--- config.mk ---
export PLATFORM = sky130hd
export DESIGN_NAME = operand_entry
export DESIGN_NICKNAME = d
export VERILOG_FILES = /design/src/rtl/operand_entry_pkg.sv /design/src/rtl/key_edge_detect.sv /design/src/rtl/operand_entry.sv
export SDC_FILE = /design/constraint.sdc
export NUM_CORES = 1
export LEC_CHECK = 0
export BUFFER_PORTS_ARGS = -buffer_cell sky130_fd_sc_hd__buf_2
export CORE_MARGIN = 5
export CORE_UTILIZATION = 40
export DETAILED_ROUTE_END_ITERATION = 12
export MAX_ROUTING_LAYER = met4
export PLACE_DENSITY = 0.63
export SLEW_MARGIN = 20
export SYNTH_ARGS = -nofsm -noshare
export SYNTH_HDL_FRONTEND = slang
export SYNTH_HIERARCHICAL = 1
export SYNTH_SLANG_ARGS = --single-unit
--- constraint.sdc ---
create_clock -name clk -period 4.5 [get_ports clk]
set_input_delay 0.675 -clock clk [delete_from_list [all_inputs] [get_ports clk]]
set_output_delay 0.675 -clock clk [all_outputs]
set_load 0.01 [all_outputs]
--- src/rtl/operand_entry_pkg.sv ---
// Shared definitions for the calculator operand-entry block:
// key codes, FSM state type and the elaboration width check.
package operand_entry_pkg;

  localparam logic [3:0] KEY_ENTER     = 4'd10;
  localparam logic [3:0] KEY_CLEAR     = 4'd11;
  localparam logic [3:0] KEY_BACKSPACE = 4'd12;

  typedef enum logic {
    ST_ENTRY,
    ST_OFFER
  } state_t;

  // True when 10^max_digits - 1 is representable in width bits.
  function automatic bit max_digits_fit(int width, int max_digits);
    logic [255:0] lim;
    lim = 256'd1;
    for (int i = 0; i < max_digits; i++)
      lim = lim * 256'd10;
    lim = lim - 256'd1;
    if (width >= 256) return 1'b1;
    return (lim >> width) == 256'd0;
  endfunction

endpackage

--- src/rtl/key_edge_detect.sv ---
// Keypad press detector: registers key_valid and emits a one-cycle
// press pulse, one clock after the rising edge is sampled.
// Ports: clk, rst_n (sync, active-low), key_valid in, press out.
module key_edge_detect (
  input  logic clk,
  input  logic rst_n,
  input  logic key_valid,
  output logic press
);

  logic key_q;

  always_ff @(posedge clk) begin
    if (!rst_n) begin
      key_q <= 1'b0;
      press <= 1'b0;
    end else begin
      key_q <= key_valid;
      press <= key_valid & ~key_q;
    end
  end

endmodule

--- src/rtl/operand_entry.sv ---
// Decimal operand entry: keypad digits accumulate as acc*10+d and each
// finished operand is offered to the ALU over a valid/ready handshake.
// Ports: clk, rst_n (sync, active-low), key_valid/key_code in;
// acc, digit_count, full, reject display/status out;
// op_valid/op_data/op_index out, op_ready in.
// Optional: OPERAND_ENTRY_BACKSPACE_EN enables BACKSPACE (acc/10).
module operand_entry
  import operand_entry_pkg::*;
#(
  parameter int MAX_DIGITS   = 4,
  parameter int WIDTH        = 32,
  parameter int NUM_OPERANDS = 2
) (
  input  logic clk,
  input  logic rst_n,
  input  logic key_valid,
  input  logic [3:0] key_code,
  output logic [WIDTH-1:0] acc,
  output logic [$clog2(MAX_DIGITS+1)-1:0] digit_count,
  output logic full,
  output logic reject,
  output logic op_valid,
  output logic [WIDTH-1:0] op_data,
  output logic [(NUM_OPERANDS > 1 ? $clog2(NUM_OPERANDS) : 1)-1:0] op_index,
  input  logic op_ready
);

  localparam int CW = $clog2(MAX_DIGITS + 1);
  localparam int IW = NUM_OPERANDS > 1 ? $clog2(NUM_OPERANDS) : 1;

  if (!max_digits_fit(WIDTH, MAX_DIGITS)) begin : g_fit_check
    $error("operand_entry: 10^MAX_DIGITS-1 does not fit in WIDTH");
  end

  state_t state;
  logic press;
  logic [3:0] code_q;

  key_edge_detect u_edge (
    .clk       (clk),
    .rst_n     (rst_n),
    .key_valid (key_valid),
    .press     (press)
  );

  logic [WIDTH+3:0] mac;
  assign mac = {4'd0, acc} * (WIDTH+4)'(10)
             + {{WIDTH{1'b0}}, code_q};

  logic is_digit, is_enter, is_clear;
  assign is_digit = code_q < 4'd10;
  assign is_enter = code_q == KEY_ENTER;
  assign is_clear = code_q == KEY_CLEAR;

`ifdef OPERAND_ENTRY_BACKSPACE_EN
  // Exact floor(x/10) for any WIDTH-bit x:
  // m = floor(2^(W+4)/10)+1, q = (x*m) >> (W+4).
  localparam logic [WIDTH+4:0] DIV_POW = {1'b1, {(WIDTH+4){1'b0}}};
  localparam logic [WIDTH+4:0] DIV_M =
    DIV_POW / (WIDTH+5)'(10) + (WIDTH+5)'(1);

  logic is_bksp;
  logic [2*WIDTH+4:0] div_prod;
  logic [WIDTH-1:0] acc_div;
  assign is_bksp  = code_q == KEY_BACKSPACE;
  assign div_prod = {{(WIDTH+5){1'b0}}, acc}
                  * {{WIDTH{1'b0}}, DIV_M};
  assign acc_div  = WIDTH'(div_prod >> (WIDTH+4));
`endif

  assign full = digit_count == CW'(MAX_DIGITS);

  always_ff @(posedge clk) begin
    if (!rst_n) begin
      state       <= ST_ENTRY;
      acc         <= '0;
      digit_count <= '0;
      reject      <= 1'b0;
      op_valid    <= 1'b0;
      op_data     <= '0;
      op_index    <= '0;
      code_q      <= '0;
    end else begin
      code_q <= key_code;
      reject <= 1'b0;
      unique case (state)
        ST_ENTRY: begin
          if (press) begin
            unique case (1'b1)
              is_digit: begin
                if (digit_count < CW'(MAX_DIGITS)) begin
                  acc         <= WIDTH'(mac);
                  digit_count <= digit_count + 1'b1;
                end else begin
                  reject <= 1'b1;
                end
              end
              is_enter: begin
                if (digit_count != '0) begin
                  op_data  <= acc;
                  op_valid <= 1'b1;
                  state    <= ST_OFFER;
                end else begin
                  reject <= 1'b1;
                end
              end
              is_clear: begin
                acc         <= '0;
                digit_count <= '0;
                op_index    <= '0;
              end
`ifdef OPERAND_ENTRY_BACKSPACE_EN
              is_bksp: begin
                if (digit_count != '0) begin
                  acc         <= acc_div;
                  digit_count <= digit_count - 1'b1;
                end else begin
                  reject <= 1'b1;
                end
              end
`endif
              default: ;
            endcase
          end
        end
        ST_OFFER: begin
          // Keypad is locked while an operand waits for the ALU.
          if (press)
            reject <= 1'b1;
          if (op_ready) begin
            op_valid    <= 1'b0;
            acc         <= '0;
            digit_count <= '0;
            state       <= ST_ENTRY;
            if (op_index == IW'(NUM_OPERANDS - 1))
              op_index <= '0;
            else
              op_index <= op_index + 1'b1;
          end
        end
        default: state <= ST_ENTRY;
      endcase
    end
  end

endmodule

==> impl_metrics.tcl <==
set metrics [dict create \
    synth_fa_ha_area_frac 0.144 \
    synth-compound-area-share 0.230 \
    critPathBufInv 0 \
    io_pins 79 \
    hold_path.class "reg -> reg" \
    die_h_um 127 \
    slew_violations 0 \
    met3_usage 0.0359 \
    path_common_cell "ha_1" \
    p_clk_frac 0.468 \
    status "complete, no violations" \
    final-instance-count-excl-fill 900 \
    yosys.area_share.simple 0.231 \
    worstPathMaxFanout 9 \
    dr.pass1.iters 4 \
    rsz0062_at_grt "no" \
    diodes 0 \
    final_antenna_net_count 0 \
    grt_pass1_wl_mm 24.5 \
    maxSlewHeadroom 0.556 \
    dr.first_iter.drc_count 357 \
    viasPerCell 5.65 \
    cts_tree "yes" \
    antenna_found_initial 0 \
    internal-power_mw 1.09 \
    drc 0 \
    fin_area_mm2 0.00627 \
    cap_violations 0 \
    cts_root_buf "clkbuf_16" \
    drive_gt1_frac 0.192 \
    fill_cells 1337 \
    drt_wl_total_mm 14.9 \
    synthTopCellsByArea "dfxtp_1, ha_1, nand2_1" \
    coreArea_mm2 0.0133 \
    critPathSlowestCell "dfxtp_1" \
    vias 5089 \
    die_area_mm2 0.0162 \
    ir_drop_mv 0.229 \
    grt_use_met1 0.229 \
    end_kind "register" \
    cp.arrival_ns 3.92 \
    synth_edf_count 0 \
    busiest_layer "met2" \
    switching_share 0.231 \
    synth_xor_area_frac 0.0838 \
    finalClockSkew_ns 0.00480 \
    clock_path_buffers 2 \
    synth_mux_area_frac 0 \
    syn-num-nets 726 \
    num_rows 42 \
    grt_usage 0.190 \
    synth_ff_type "dfxtp_1" \
    synth-seq-cells 77 \
    synthesis.area_mm2 0.00549 \
    yosys.cell_count.top_type "nand2_1" \
    initial_core_util 0.412 \
    cts_setup_buffers 0 \
    setup.worst_path.class "reg -> reg" \
    period_minus_slack_ns 3.69 \
    synthArstFlopShare 0 \
    p_comb_frac 0.043 \
    nNetsFinal 790 \
    areaGrowthSynthToFinish_pct 14.2 \
    crit_family "compound AO/OA/AOI/OAI gates" \
    start_kind "register" \
    placed_area_mm2 0.00601 \
    p_per_area_mw_per_mm2 226 \
    yosysTopAreaCell "dfxtp_1" \
    max_freq_ghz 0.271 \
    critPathRequiredTime_ns 4.73 \
    post_cts_resize_count 0 \
    synth_seq_area_share 0.281 \
    dpl.cell_count 885 \
    crit_chain "ha_1 -> ha_1 -> fa_1 -> a211oi_1 -> o21ai_1 -> a31oi_1 -> o21ai_2 -> xor2_1 -> nand4_4 -> nor2_1 -> a21oi_1 -> a211o_1" \
    cts.clk_slew.worst_paths_ns 0.06 \
    fin_tns_setup_ns 0 \
    grt.met2_usage 0.319 \
    setup_violations 0 \
    io_buffers 78 \
    first_global_vias 5022 \
    die_w_um 127 \
    hold_buffers 0 \
    period_share 0.819 \
    wl_per_cell_um 16.6 \
    synth.top_cell.area_share 0.281 \
    worst_pin_slew_ns 0.666 \
    synth_top_family_by_area "simple AND/OR/NAND/NOR gates" \
    slowest_delay_ns 0.45 \
    p_leak_nw 2.83 \
    grt_max_degree 60 \
    cts_htree_levels 3 \
    switching_power_mw 0.328 \
    gpl.final_weighted_congestion 0.911 \
    synth.distinct_cells 79 \
    insertion_delay_ns 0.34 \
    dp_hpwl_mm 11.4 \
    grt_overflow 0 \
    syn_inst 656 \
    ys_warn_count 6 \
    postLayoutCoreUtil 0.470 \
    cts_sinks 77 \
    seqPwrFrac 0.489 \
    syn_avg_cell_area_um2 8.37 \
    final_hold_viol_count 0 \
    cts_made_buffers 9 \
    synth_commonest_cells "nand2_1, dfxtp_1, a21oi_1" \
]
-- cells in the final DEF, fill, tap and decap left out, types with 4 or more instances in the layout --
cell	instances
a211o_1	4
a211oi_1	4
a21o_1	9
a21oi_1	65
a21oi_2	4
a22oi_1	19
and2_1	13
and3_1	4
buf_2	78
buf_4	4
clkbuf_16	9
dfxtp_1	77
ha_1	60
inv_1	8
nand2_1	111
nand2b_1	4
nand3_1	14
nand4_1	12
nor2_1	46
nor3_1	8
nor3_2	4
o21ai_0	19
o21ai_1	7
o21bai_1	5
or3_1	5
xnor2_1	26
xor2_1	16
-- flip-flops by register name, indices dropped and copies added, names as in the netlist --
| signal | count |
|---|---|
| code_q | 4 |
| op_valid | 1 |
| state | 1 |
| u_edge/key_q | 1 |
| reject | 1 |
| digit_count | 3 |
| u_edge/press | 1 |
| op_index | 1 |
| op_data | 32 |
| acc | 32 |
-- worst paths after layout --
check	from	endpoint	slack [ns]	cells past startpoint
worst max-delay path	acc[1]	acc[29]	0.81	12
worst min-delay path	op_data[28]	op_data[28]	0.45	2
worst max register to register	acc[1]	acc[29]	0.81	12
worst min register to register	op_data[28]	op_data[28]	0.45	2
-- final cells by class --
type / instances / area, um2 / share of cell area
clock inverter: 4 / 25.0 / 0.00399
inverter: 9 / 33.8 / 0.00538
timing repair buffer: 82 / 420 / 0.0670
sequential: 77 / 1540 / 0.246
tap: 176 / 220 / 0.0351
clock buffer: 11 / 243 / 0.0387
multi-input combinational: 541 / 3790 / 0.604
-- layer usage --
layer	part of all wire	wire length, um
met5	0	0
met4	0.021	307
met3	0.042	626
met2	0.48	7160
met1	0.46	6860
-- power groups by stage --
stage               Sequential (mW)  Combinational (mW)  Clock, mW
floorplan                     0.708              0.0413          0
global placement              0.708              0.0598          0
detailed placement            0.709              0.0611          0
CTS                           0.693              0.0619      0.681
global route                  0.694              0.0681      0.709
finish                        0.694              0.0616      0.664
-- worst min-delay path, cell delays in order, from the launching register on --
cell	delay [ns]
dfxtp_1	0.30
nand2_1	0.05
a21oi_1	0.05
-- metrics by stage --
stage | hold slack [ns] | power (mW) | worst slack, ns
after detailed placement | 0.445 | 0.770 | 0.820
after global placement | 0.440 | 0.768 | 0.893
after CTS | 0.453 | 1.44 | 0.809
final | 0.449 | 1.42 | 0.813
after floorplan | 0.452 | 0.749 | 1.12
after global routing | 0.479 | 1.47 | 0.562
-- cells by family (layout without fill, tap and decap cells) --
logic type	Yosys count	in the layout
xor gates and xnor gates	47	47
AOI/OAI and AO/OA	182	182
DFF	77	77
and+or+nand+nor	250	250
adders and majority gates	62	62
buffers and inverters	38	106
No activity file was read; power rests on OpenSTA's default activity.
